## src/rtl/pingpong_buffer_sequencer.sv

```systemverilog
// Ping-pong controller for two message FIFOs: upstream fills one buffer while
// downstream drains the other. It generates the FIFO enables and the read-select; it holds no data.
module pingpong_buffer_sequencer #(
  parameter int ENTRIES = 16,
  parameter int CNT_W   = $clog2(ENTRIES + 1)
) (
  input  logic               clk,
  input  logic               rst,
  input  logic               wr_en,
  input  logic               wr_last,
  output logic               wr_ready,
  input  logic               rd_en,
  output logic               rd_ready,
  output logic               rd_last,
  output logic               rd_sel,
  input  logic               empty_buff1,
  input  logic               empty_buff2,
  input  logic               full_buff1,
  input  logic               full_buff2,
  output logic               wr_en_buff1,
  output logic               wr_en_buff2,
  output logic               rd_en_buff1,
  output logic               rd_en_buff2,
  output logic               empty,
  output logic               full,
  output logic               overflow_err,
  output logic               underflow_err,
  output logic               sync_err,
  output logic [3:0]         dbg_state,
  output logic [2*CNT_W-1:0] dbg_len
);

  // Handshake: a write transfers on wr_en & wr_ready, and a read transfers on
  // rd_en & rd_ready, in the same cycle. Requests made while not ready are
  // dropped and latch the matching sticky error.

  typedef enum logic [1:0] {FREE = 2'd0, FILL = 2'd1, READY = 2'd2, DRAIN = 2'd3} buf_state_e;

  buf_state_e       state_q  [2];
  buf_state_e       state_d  [2];
  logic [CNT_W-1:0] wr_cnt_q [2];
  logic [CNT_W-1:0] wr_cnt_d [2];
  logic [CNT_W-1:0] len_q    [2];
  logic [CNT_W-1:0] len_d    [2];
  logic [CNT_W-1:0] rem_q    [2];
  logic [CNT_W-1:0] rem_d    [2];
  logic             wr_sel_q, wr_sel_d;
  logic             rd_sel_q, rd_sel_d;
  logic             wr_acc, rd_acc, wr_close;
  logic [CNT_W-1:0] wr_cnt_inc;
  logic [1:0]       full_in, empty_in, sync_hit;

  assign full_in  = {full_buff2, full_buff1};
  assign empty_in = {empty_buff2, empty_buff1};

  assign wr_ready   = (state_q[wr_sel_q] == FREE) || (state_q[wr_sel_q] == FILL);
  assign rd_ready   = (state_q[rd_sel_q] == READY) || (state_q[rd_sel_q] == DRAIN);
  assign rd_last    = rd_ready && (rem_q[rd_sel_q] == CNT_W'(1));
  assign rd_sel     = rd_sel_q;
  // Gating with rst keeps the FIFO enables quiet while reset is asserted.
  assign wr_acc     = wr_en && wr_ready && !rst;
  assign rd_acc     = rd_en && rd_ready && !rst;
  assign wr_cnt_inc = wr_cnt_q[wr_sel_q] + CNT_W'(1);
  assign wr_close   = wr_last || (wr_cnt_inc == CNT_W'(ENTRIES));

  assign wr_en_buff1 = wr_acc && !wr_sel_q;
  assign wr_en_buff2 = wr_acc &&  wr_sel_q;
  assign rd_en_buff1 = rd_acc && !rd_sel_q;
  assign rd_en_buff2 = rd_acc &&  rd_sel_q;

  assign empty = (state_q[0] == FREE) && (state_q[1] == FREE);
  assign full  = (state_q[0] != FREE) && (state_q[0] != FILL) &&
                 (state_q[1] != FREE) && (state_q[1] != FILL);

  assign dbg_state = {state_q[1], state_q[0]};
  assign dbg_len   = {len_q[1], len_q[0]};

  always_comb begin
    for (int i = 0; i < 2; i++) begin
      sync_hit[i] = (full_in[i] && ((state_q[i] == FREE) || (state_q[i] == FILL)) &&
                     (wr_cnt_q[i] < CNT_W'(ENTRIES))) ||
                    (empty_in[i] && ((state_q[i] == READY) || (state_q[i] == DRAIN)));
    end
  end

  always_comb begin
    wr_sel_d = wr_sel_q;
    rd_sel_d = rd_sel_q;
    for (int i = 0; i < 2; i++) begin
      state_d[i]  = state_q[i];
      wr_cnt_d[i] = wr_cnt_q[i];
      len_d[i]    = len_q[i];
      rem_d[i]    = rem_q[i];
    end
    for (int i = 0; i < 2; i++) begin
      if (wr_acc && (wr_sel_q == i[0])) begin
        if (wr_close) begin
          state_d[i]  = READY;
          len_d[i]    = wr_cnt_inc;
          rem_d[i]    = wr_cnt_inc;
          wr_cnt_d[i] = '0;
          wr_sel_d    = ~wr_sel_q;
        end else begin
          state_d[i]  = FILL;
          wr_cnt_d[i] = wr_cnt_inc;
        end
      end
      // FILL and DRAIN are exclusive, so the read below never hits the written buffer.
      if (rd_acc && (rd_sel_q == i[0])) begin
        if (rem_q[i] == CNT_W'(1)) begin
          state_d[i] = FREE;
          rem_d[i]   = '0;
          rd_sel_d   = ~rd_sel_q;
        end else begin
          state_d[i] = DRAIN;
          rem_d[i]   = rem_q[i] - CNT_W'(1);
        end
      end
    end
  end

  always_ff @(posedge clk or posedge rst) begin
    if (rst) begin
      for (int i = 0; i < 2; i++) begin
        state_q[i]  <= FREE;
        wr_cnt_q[i] <= '0;
        len_q[i]    <= '0;
        rem_q[i]    <= '0;
      end
      wr_sel_q      <= 1'b0;
      rd_sel_q      <= 1'b0;
      overflow_err  <= 1'b0;
      underflow_err <= 1'b0;
      sync_err      <= 1'b0;
    end else begin
      for (int i = 0; i < 2; i++) begin
        state_q[i]  <= state_d[i];
        wr_cnt_q[i] <= wr_cnt_d[i];
        len_q[i]    <= len_d[i];
        rem_q[i]    <= rem_d[i];
      end
      wr_sel_q <= wr_sel_d;
      rd_sel_q <= rd_sel_d;
      if (wr_en && !wr_ready) overflow_err  <= 1'b1;
      if (rd_en && !rd_ready) underflow_err <= 1'b1;
      if (|sync_hit)          sync_err      <= 1'b1;
    end
  end

endmodule

```

## config.mk

```make
export PLATFORM = sky130hd
export DESIGN_NAME = pingpong_buffer_sequencer
export DESIGN_NICKNAME = d
export VERILOG_FILES = /design/src/rtl/pingpong_buffer_sequencer.sv
export SDC_FILE = /design/constraint.sdc
export NUM_CORES = 1
export LEC_CHECK = 0
export ABC_AREA = 1
export CAP_MARGIN = 0
export CORE_ASPECT_RATIO = 1.5
export CORE_MARGIN = 3
export CORE_UTILIZATION = 45
export DETAILED_ROUTE_END_ITERATION = 8
export PLACE_DENSITY = 0.69
export SKIP_LAST_GASP = 1
export SLEW_MARGIN = 15
export SYNTH_ARGS = -nofsm -noshare
export SYNTH_HDL_FRONTEND = slang
export SYNTH_SLANG_ARGS = --single-unit
```

## constraint.sdc

```tcl
create_clock -name clk -period 3.1 [get_ports clk]
set_input_delay 0.62 -clock clk [delete_from_list [all_inputs] [get_ports clk]]
set_output_delay 0.62 -clock clk [all_outputs]
set_load 0.01 [all_outputs]
```

# After elaboration in Yosys (flattened, before gate mapping)
# Cells that the tools add are included.
# totals
out_inout_bits,27
regBits,39
input_bits,9
word_cells,125
# classes
n_reduce_logical,51
order_cmp,4
n_mux,35
n_bitwise,4
n_addsub,3
n_eq_ne,15
# op_table
cell,n
$mux W5,14
$mux W2,13
$logic_and A1 B1 Y1,23
$eq A5 B1 Y1 const B,3
$eq A2 B2 Y1 const B,6
$reduce_bool A2 Y1,6
$lt A5 B5 Y1 const B,2
$sub A5 B1 Y5 const B,2
$logic_or A1 B1 Y1,9
$mux W1,8
$reduce_and A2 Y1,4
$eq A2 B1 Y1 const B,3
$logic_not A2 Y1,3
$add A5 B1 Y5 const B,1
$eq A5 B5 Y1 const B,1
$logic_not A1 Y1,5
$ge A2 B2 Y1 const B,2
$ne A2 B1 Y1 const B,2
$not A1 Y2,2
$not A1 Y1,2
$reduce_or A2 Y1,1

# Depth between registers and ports, before layout
# Gate-level depths: netlist of the first run.
# logic_depth
word_depth,12
ltp_mapped,14
ltp_nobuf,14

# Worst setup path before layout of the first run
# No wires, ideal clock.
# synth_path
kind,input to output
start,input port rst
end,output port wr_en_buff2
arrival_ns,2.028
path_stages,5
required_time_ns,2.480
path_slack_ns,0.452
path_cell_list,inv_1 > nand2_1 > nor2_1 > nand2_1 > inv_1
# synth_via
elab_chain_cells,3
# synth_lines
element,line_no,rtl
"start, declared",8,"input logic rst,"
$logic_not A1 Y1 (no line),-,
$logic_and A1 B1 Y1,61,assign wr_acc = wr_en && wr_ready && !rst;
$logic_and A1 B1 Y1,67,assign wr_en_buff2 = wr_acc && wr_sel_q;
"end, declared",21,"output logic wr_en_buff2,"
# Every way passes these cells.

# Final worst setup path of the first run
# Ends and elaborated chain as after synthesis.

==> metrics.txt, run 1 <==
outcome=finished, final reports clean; sw power=between 1 and 1.5 mW; routed wire length=between 5000 and 6000 um; maxcap violations=0; drt pass-1 iters=4; clock buffer depth=2; final setup fails=0; EDFF count, synth=0; largest family of logic cells by synthesized area=simple AND/OR/NAND/NOR gates; clock latency on the worst-skew pair=just under 300 ps; Fin Setup TNS=0 ps; compound-cell area share of the yosys netlist=0.112; Vias=around 1900; final hold vios=0; Synth async-reset ratio=1.00; RSZ-0062 raised after global routing=false; HP Class=reg2reg; xor/xnor share of the synthesized area=0.0242; worst setup path end=wr_en_buff2; Ports=36; reg-to-reg slack, setup=~720 ps; worst vdd ir=between 0.5 and 0.6 mV; CP Data Arrival Time=around 2300 ps; placed insts=between 300 and 400; post-place setup slack=around 200 ps; # diodes=0; multi-input logic area=about 1000 um2; Horiz. Die Dim=between 60 and 70 um; crit path max fanout=3; clk sinks=39; Root Buffer=clkbuf_8; cell area power density=about 980 nW/um2; FF-to-FF path depth=14; Detailed Route Iter0 Violations=65; Synth Instances=266; clock power share=0.167; critical path's top delay family=buffers and inverters; Slew Limit Fails=0; area growth from synthesis to layout=24.3%; Clock transition at path regs=roughly 70 ps; Cell Chain, Critical Path=clkdlybuf4s50_1 > inv_1 > nand2_1 > nor2_1 > nand2_1 > inv_1 > clkdlybuf4s50_1; adder-cell share of the synthesized area=0.0346; Simple-Gate Fraction of Synth Area=0.309; Critical-path top delay cell=clkdlybuf4s50_1; Synthesized Nets=281; Antenna Violating Nets Remaining=0; Cell Int Power=around 1.5 mW; Global Route Usage Sum=0.200; CP max stage delay=roughly 550 ps; CP Buf/Inv Count=4; crit path from=rst; first-pass GRT wire length=~9000 um; Vias/cell=just over 5; Gate power share=0.492; Starting Density=0.474; period utilization=0.933; total global routing overflow=0; Critical Path RT=2480 ps; ys flop type=dfrtp_1; fmax=~0.35 GHz; Crit. path cell count=7; remaining routing DRC violations=0; synthesis-stage register bit count=39; final worst slack=just over 200 ps; Avg Cell Area, Syn=approximately 8.2 um2; buffers added on ports=35; row count=30; CTS tree=yes; Finished Core Util=0.589; crit path launch type=input port; clock period minus worst slack=around 2900 ps; sw frac=0.424; GPL Wtd Cong=0.880; sequential area share after synthesis=0.450; vias in the first global route=1900; Ys Warns=0; Slew HR=0.669; Flop pwr share=0.341; initial antenna violation count=0; CTS HTree Levels=2; Cell Area, Synth=around 2200 um2; chip height=between 90 and 100 um; Least-Margin Pin Slew=roughly 500 ps; Lkg Pwr=~1.3 nW; nets=320; Finished Layout Cells=370; post-synthesis mux area share=0; number of distinct library cells after synthesis=34; Reg-to-Reg End=rem_q[8]$_DFFE_PP0P_; cts repair resizes=0; Worst setup EP type=output pin; Clock Skew=about 6.6 ps; hold slack=between 400 and 500 ps; full die area=5710 um2; critical path type=in2out; hold_buf cts=0; number of CTS-inserted buffers=5; Filler Cells Inserted=between 400 and 500; largest net degree at the start of global routing=40; WL/cell=between 10 and 15 um; post-CTS setup buffers=0; CORE AREA=roughly 4600 um2; layout cell share with drive strength beyond 1=0.121; register area=approximately 1000 um2; DPL Wire Length=roughly 3800 um
[layer usage]
layer | part of all wire | wire, um | vias up | GRT usage
met4 | 0.025 | 130 | 0 | 0.0884
met2 | 0.52 | 2740 | 36 | 0.338
met1 | 0.43 | 2230 | 908 | 0.247
met5 | 0 | 0 | - | 0
met3 | 0.024 | 125 | 11 | 0.0347
li1 | - | - | 951 | -
[kinds of logic after synthesis]
kind of cell	after synthesis
AOI/OAI and AO/OA	42
adders and majority gates	6
and+or+nand+nor	138
buffers and inverters	35
DFF	39
xor gates and xnor gates	6
[layout by cell type, fill, tap and decap left out, types with 2 or more instances in the layout]
| cell | n |
|---|---|
| buf_4 | 3 |
| clkdlybuf4s50_1 | 35 |
| o22ai_1 | 7 |
| o21ai_1 | 18 |
| nand2_4 | 3 |
| nand3_4 | 2 |
| nor3_1 | 2 |
| inv_2 | 5 |
| xor2_1 | 3 |
| o21ai_2 | 2 |
| clkbuf_8 | 6 |
| nand2_2 | 10 |
| dfrtp_1 | 39 |
| ha_1 | 6 |
| nor2_1 | 9 |
| o21ai_0 | 8 |
| xnor2_1 | 3 |
| nand2_1 | 79 |
| nand4_1 | 2 |
| inv_1 | 24 |
| nand3_1 | 26 |
[worst min-delay path by stage]
stage                         startpoint                        end  slack [ps]  depth (start not counted)
3_5_place_dp    overflow_err$_DFFE_PP0P_   overflow_err$_DFFE_PP0P_         450                          1
6_report        overflow_err$_DFFE_PP0P_   overflow_err$_DFFE_PP0P_         480                          1
2_1_floorplan    wr_cnt_q[3]$_DFFE_PP0P_    wr_cnt_q[3]$_DFFE_PP0P_         450                          2
3_3_place_gp      dbg_len[3]$_DFFE_PP0P_     dbg_len[3]$_DFFE_PP0P_         470                          2
5_1_grt        underflow_err$_DFFE_PP0P_  underflow_err$_DFFE_PP0P_         490                          1
4_1_cts         overflow_err$_DFFE_PP0P_   overflow_err$_DFFE_PP0P_         480                          1
[final cells by class]
cell class / instances / share of cell area
multi-input combinational: 192 / 0.386
timing repair buffer: 38 / 0.138
inverter: 29 / 0.0404
clock buffer: 6 / 0.0306
tap: 64 / 0.0297
clock inverter: 2 / 0.0130
sequential: 39 / 0.362
[state kept, by name, summed over array words and instances (netlist names), named ones only]
| signal | cells |
|---|---|
| rd_sel | 1 |
| rem_q | 10 |
| underflow_err | 1 |
| dbg_state | 4 |
| sync_err | 1 |
| overflow_err | 1 |
| dbg_len | 10 |
| wr_cnt_q | 10 |
[through the flow]
step	total power, mW	instance area [um2]
after floorplan	1.73	2170
after global placement	2.20	2580
after detailed placement	2.22	2580
after CTS	2.67	2700
after global routing	2.87	2700
final	2.66	2700
[synth_stat cells, types with 3 or more instances]
cell | count | area (um2)
dfrtp_1 | 39 | 976
ha_1 | 6 | 75.1
inv_1 | 24 | 90.1
inv_2 | 5 | 18.8
nand2_1 | 79 | 297
nand2_2 | 10 | 62.6
nand2_4 | 3 | 33.8
nand3_1 | 26 | 130
nor2_1 | 9 | 33.8
o21ai_0 | 8 | 40.0
o21ai_1 | 18 | 90.1
o22ai_1 | 7 | 43.8
xnor2_1 | 3 | 26.3
xor2_1 | 3 | 26.3
[worst reg2reg max path, delay by kind of cell, from the launching register on]
| family | cells | cell delay (ps) |
|---|---|---|
| adder cells (fa/ha/maj) | 1 | 240 |
| flip-flops | 1 | 620 |
| buffers and inverters | 2 | 210 |
| AND/OR/NAND/NOR | 11 | 1200 |
[power groups by stage]
stage | Sequential (mW) | Combinational (mW) | Clock, mW
finish | 0.906 | 1.31 | 0.443
global route | 0.938 | 1.46 | 0.469
CTS | 0.904 | 1.32 | 0.450
detailed placement | 0.911 | 1.31 | 0
global placement | 0.909 | 1.29 | 0
floorplan | 0.893 | 0.837 | 0
Power figures use the tool's default switching activity.
==> run 2: changes to the inputs <==
--- a/config.mk
+++ b/config.mk
@@ -8,10 +8,10 @@
 export ABC_AREA = 1
 export CAP_MARGIN = 0
 export CORE_ASPECT_RATIO = 1.5
-export CORE_MARGIN = 3
 export CORE_UTILIZATION = 45
+export CTS_CLUSTER_SIZE = 40
 export DETAILED_ROUTE_END_ITERATION = 8
-export PLACE_DENSITY = 0.69
+export PLACE_DENSITY_LB_ADDON = 0.15
 export SKIP_LAST_GASP = 1
 export SLEW_MARGIN = 15
 export SYNTH_ARGS = -nofsm -noshare
==> run 2 against run 1 <==
  * Count of clock-buffer cells in the layout is the same
  * Utilization grew 0.33 points
  * Critical path depth unchanged
  * Global-route usage up 3.2 points
  * Combinational power about the same
  * Die area down 10%
  * Clock power up 16%
  * Final area increased by 0.56%
  * Critical endpoint unchanged
  * Largest cell class unchanged
==> metrics.txt, run 2 (synthesis gave the netlist of run 1 again) <==
outcome=finished, final reports clean (unchanged); grt peak-use layer=met2 (unchanged); number of CTS-inserted buffers=5 (unchanged); remaining routing DRC violations=0 (unchanged); Cell Chain, Critical Path=clkdlybuf4s50_1 > inv_1 > nand2_1 > nor2_1 > nand2_1 > inv_1 > clkdlybuf4s50_1 (unchanged); total global routing overflow=0 (unchanged); overall power=2.73 mW (was 2.66 mW); Worst setup EP type=output pin (unchanged); routed wire length=5230 um (about the same); layout cell share with drive strength beyond 1=0.118 (was 0.121); critical path type=in2out (unchanged); met1 GRT Util=0.309 (was 0.247); vias in the first global route=1792 (was 1900); hold_buf cts=0 (unchanged); final hold vios=0 (unchanged); full die area=5110 um2 (was 5710 um2); first-pass GRT wire length=8780 um (was 9090 um); post-place setup slack=236 ps (was 202 ps); CORE AREA=4580 um2 (unchanged); crit path launch type=input port (unchanged); Root Buffer=clkbuf_8 (unchanged); post-CTS setup buffers=0 (unchanged); Slew Limit Fails=0 (unchanged); hold slack=462 ps (was 477 ps); CTS tree=yes (unchanged); period utilization=0.930 (was 0.933); drt pass-1 iters=5 (was 4); initial antenna violation count=0 (unchanged); cell area power density=1010 nW/um2 (was 985 nW/um2); clk sinks=39 (unchanged); CP max stage delay=540 ps (was 550 ps); clock period minus worst slack=2880 ps (was 2890 ps); Critical-path top delay cell=clkdlybuf4s50_1 (unchanged); # diodes=0 (unchanged); crit path max fanout=3 (unchanged); Least-Margin Pin Slew=511 ps (was 497 ps); Slew HR=0.659 (was 0.669); WL/cell=14.1 um (about the same); Filler Cells Inserted=439 (was 452); final setup fails=0 (unchanged); Horiz. Die Dim=58.7 um (was 62.7 um); row count=30 (unchanged); Antenna Violating Nets Remaining=0 (unchanged); maxcap violations=0 (unchanged); Vias=1882 (was 1906); Critical Path RT=2480 ps (about the same); most common cell after layout, fill and taps aside=nand2_1 (unchanged); clock latency on the worst-skew pair=300 ps (was 290 ps); Ports=36 (unchanged); Starting Density=0.474 (unchanged); worst vdd ir=0.552 mV (was 0.527 mV); area growth from synthesis to layout=25.0% (was 24.3%); final worst slack=218 ps (was 207 ps); cts repair resizes=0 (unchanged); Vias/cell=5.09 (was 5.15); Detailed Route Iter0 Violations=107 (was 65); clock buffer depth=2 (unchanged); Global Route Usage Sum=0.232 (was 0.200); RSZ-0062 raised after global routing=false (unchanged); HP Class=reg2reg (unchanged); nets=320 (unchanged); fmax=0.347 GHz (was 0.346 GHz); Clock Skew=8.20 ps (was 6.59 ps); CTS HTree Levels=2 (unchanged); Lkg Pwr=1.29 nW (about the same); Finished Core Util=0.592 (was 0.589); met3 Use GR=0.0342 (was 0.0347); buffers added on ports=35 (unchanged); CP Data Arrival Time=2260 ps (was 2270 ps); DPL Wire Length=3700 um (was 3840 um); largest net degree at the start of global routing=40 (unchanged); chip height=87.0 um (was 91.0 um); Fin Setup TNS=0 ps (unchanged); M2 GR Usage=0.375 (was 0.338); most frequent cells in the layout=nand2_1 (79), dfrtp_1 (39), clkdlybuf4s50_1 (35) (unchanged); GPL Wtd Cong=0.898 (was 0.880); Clock transition at path regs=80 ps (was 70 ps)
==> run 2: changes by cell type in the layout (fill, tap and decap cells not counted), sizes merged <==
cell    previous run  this run
bufinv             1         2
clkinv             1         0
==> run 2: layer usage <==
layer,vias to the layer above,share of wire
li1,950,-
met2,47,0.49
met5,-,0
met1,873,0.44
met4,0,0.028
met3,12,0.044
==> run 2: stage by stage <==
stage | instance area [um2] | cells
CTS | 2710 | 370
global route | 2710 | 370
global placement | 2580 | 362
floorplan | 2170 | 266
detailed placement | 2580 | 362
finish | 2710 | 370
==> run 2: area by class of cell <==
cell class / instances / area (um2) / share of cell area
Clock buffer: 6 / 72.6 / 0.0268
Clock inverter: 2 / 60.1 / 0.0221
Inverter: 29 / 109 / 0.0401
Multi-Input combinational cell: 192 / 1040 / 0.384
Sequential cell: 39 / 976 / 0.360
Tap cell: 64 / 80.1 / 0.0295
Timing Repair Buffer: 38 / 373 / 0.137
==> run 2: report_power, final <==
group / switching, mW / internal [mW]
sequential: 0.210 / 0.700
combinational: 0.741 / 0.570
clock: 0.191 / 0.322
==> run 2: worst paths after layout <==
| check | from | end | slack, ps | cells after the start |
|---|---|---|---|---|
| worst max register to register | flop | rem_q[7]$_DFFE_PP0P_ | 710 | 14 |
| worst max-delay path | rst | wr_en_buff2 | 220 | 7 |
| worst min-delay path | overflow_err$_DFFE_PP0P_ | overflow_err$_DFFE_PP0P_ | 460 | 1 |
| worst min register to register | overflow_err$_DFFE_PP0P_ | overflow_err$_DFFE_PP0P_ | 460 | 1 |
| max in group asynchronous | rst | sync_err$_DFFE_PP0P_ | 1820 | 3 |
| min in group asynchronous | rst | rd_sel$_DFF_PP0_ | 920 | 3 |
==> run 2: critical path: cells and delay by family <==
family | cells | cell delay (ps)
buf+inv | 4 | 1270
simple gates | 3 | 370
==> run 3: changes to the inputs <==
--- a/config.mk
+++ b/config.mk
@@ -8,9 +8,11 @@
 export ABC_AREA = 1
 export CAP_MARGIN = 0
 export CORE_ASPECT_RATIO = 1.5
+export CORE_MARGIN = 2
 export CORE_UTILIZATION = 45
 export CTS_CLUSTER_SIZE = 40
 export DETAILED_ROUTE_END_ITERATION = 8
+export GPL_TIMING_DRIVEN = 0
 export PLACE_DENSITY_LB_ADDON = 0.15
 export SKIP_LAST_GASP = 1
 export SLEW_MARGIN = 15
==> constraint.sdc (replaced) <==
create_clock -name clk -period 3.3 [get_ports clk]
set_input_delay 0.66 -clock clk [delete_from_list [all_inputs] [get_ports clk]]
set_output_delay 0.66 -clock clk [all_outputs]
set_load 0.01 [all_outputs]
==> run 3 against run 2 <==
  * Sequential power is 7.8% lower
  * Final area is 1.3% higher
  * Wire length is 0.65% lower
  * Count of clock-buffer cells in the layout is 2 higher
  * Combinational power is 5% lower
  * Register-to-register slack better by 440 ps
  * Via count is 2.2% higher
  * Clock power is 30% lower
  * Critical path type unchanged
  * Largest cell class unchanged
==> metrics.txt, run 3 (synthesis gave the netlist of run 1 again) <==
placed insts=368 (was 362); CORE AREA=4730 um2 (was 4580 um2); clock latency on the worst-skew pair=290 ps (was 300 ps); Flop pwr share=0.342 (was 0.333); GPL Wtd Cong=0.904 (was 0.898); cell area power density=892 nW/um2 (was 1010 nW/um2); clock buffer depth=2 (unchanged); row count=31 (was 30); critical path type=in2out (unchanged); Finished Layout Cells=377 (was 370); most frequent cells in the layout=nand2_1 (79), dfrtp_1 (39), clkdlybuf4s50_1 (34) (was nand2_1 (79), dfrtp_1 (39), clkdlybuf4s50_1 (35)); hold slack=457 ps (was 462 ps); DPL Wire Length=3850 um (was 3700 um); outcome=finished, final reports clean (unchanged); crit path max fanout=3 (unchanged); WL/cell=13.8 um (was 14.1 um); Global Route Usage Sum=0.209 (was 0.232); HP Class=reg2reg (unchanged); Slew HR=0.702 (was 0.659); hold_buf cts=0 (unchanged); routed wire length=5200 um (was 5230 um); Least-Margin Pin Slew=447 ps (was 511 ps); layout cell share with drive strength beyond 1=0.132 (was 0.118); Ports=36 (unchanged); period utilization=0.873; vias in the first global route=1815 (was 1792); clk sinks=39 (unchanged); sw frac=0.431 (was 0.418); fmax=roughly 0.35 GHz; final setup fails=0 (unchanged); CTS HTree Levels=2 (unchanged); total global routing overflow=0 (unchanged); area growth from synthesis to layout=26.6% (was 25.0%); Worst setup EP type=output pin (unchanged); Starting Density=0.458 (was 0.474); Gate power share=0.512 (was 0.479); most common cell after layout, fill and taps aside=nand2_1 (unchanged); Cell Int Power=1.40 mW (was 1.59 mW); Fin Setup TNS=0 ps (unchanged); drt pass-1 iters=5 (unchanged); clock power share=0.146 (was 0.188); Detailed Route Iter0 Violations=74 (was 107); buffers added on ports=35 (unchanged); first-pass GRT wire length=8400 um (was 8780 um); remaining routing DRC violations=0 (unchanged); maxcap violations=0 (unchanged); # diodes=0 (unchanged); post-place setup slack=-273 ps (was 236 ps); Clock transition at path regs=80 ps (about the same); final hold vios=0 (unchanged); reg-to-reg slack, setup=1150 ps (was 710 ps); nets=325 (was 320); worst vdd ir=0.486 mV (was 0.552 mV); Lkg Pwr=1.31 nW (was 1.29 nW); CP Data Arrival Time=2220 ps (was 2260 ps); Critical Path RT=2640 ps (was 2480 ps); Horiz. Die Dim=60.7 um (was 58.7 um); full die area=5400 um2 (was 5110 um2); Slew Limit Fails=0 (unchanged); chip height=89.0 um (was 87.0 um); initial antenna violation count=0 (unchanged); final worst slack=418 ps (was 218 ps); Clock Skew=4.27 ps (was 8.20 ps); number of CTS-inserted buffers=5 (unchanged); crit path launch type=input port (unchanged); largest net degree at the start of global routing=24 (was 40); Vias/cell=5.10 (was 5.09); CTS tree=yes (unchanged); RSZ-0062 raised after global routing=false (unchanged); clock period minus worst slack=2880 ps; sw power=1.06 mW (was 1.14 mW); Root Buffer=clkbuf_8 (unchanged); Antenna Violating Nets Remaining=0 (unchanged); Vias=1924 (was 1882)
## run 3: cell types whose count changed in the layout (fill, tap and decap cells not counted), moves of 2 or more
cell | previous run | this run
clkbuf_1 | 1 | 3
bufinv_16 | 2 | 0
buf_6 | 0 | 2
clkbuf_8 | 5 | 7
## run 3: worst max-delay path, stage by stage
cell,delay (ps)
clkdlybuf4s50_1,490
nand2_1,80
nor2_2,180
nand2_1,120
inv_1,140
clkdlybuf4s50_1,550
## run 3: worst paths after layout
check / startpoint / endpoint / cells past startpoint
setup / recovery: wr_en / wr_en_buff2 / 6
hold / removal: overflow_err$_DFFE_PP0P_ / overflow_err$_DFFE_PP0P_ / 1
setup reg to reg: flop / dbg_state[2]$_DFFE_PP0N_ / 13
hold reg to reg: overflow_err$_DFFE_PP0P_ / overflow_err$_DFFE_PP0P_ / 1
max in group asynchronous: rst / rem_q[2]$_DFFE_PP0P_ / 3
min in group asynchronous: rst / async pin / 3
## run 3: repair_timing
action | CTS | global route
cloned | 0 | 0
endpoints found under the setup margin | 2 | 2
setup buffers | 1 | 0
resized for setup | 2 | 2
## run 3: through the flow
| step | utilization | area [um2] | power [mW] |
|---|---|---|---|
| 5_1_grt | 0.581 | 2750 | 2.65 |
| 6_report | 0.581 | 2750 | 2.45 |
| 3_3_place_gp | 0.550 | 2600 | 2.07 |
| 2_1_floorplan | - | 2170 | 1.62 |
| 4_1_cts | 0.580 | 2740 | 2.46 |
| 3_5_place_dp | 0.556 | 2630 | 2.10 |
## run 3: power groups by stage
stage | Combinational [mW] | Sequential [mW] | Clock (mW)
2_1_floorplan | 0.786 | 0.839 | 0
3_3_place_gp | 1.23 | 0.840 | 0
3_5_place_dp | 1.25 | 0.845 | 0
4_1_cts | 1.26 | 0.838 | 0.365
5_1_grt | 1.39 | 0.867 | 0.385
6_report | 1.25 | 0.839 | 0.357
## run 3: cell type report
cell class | instances | area [um2]
tap | 66 | 82.6
fill | 462 | 1980
sequential | 39 | 976
timing repair buffer | 37 | 388
inverter | 29 | 114
clock buffer | 8 | 100
multi-input combinational | 192 | 1040
buffer | 6 | 42.5
## run 3: per-layer routing
layer / up-vias / track usage / share of wire
li1: 959 / - / -
met2: 52 / 0.351 / 0.50
met1: 898 / 0.250 / 0.42
met5: - / 0 / 0
met4: 0 / 0.111 / 0.039
met3: 15 / 0.0362 / 0.039
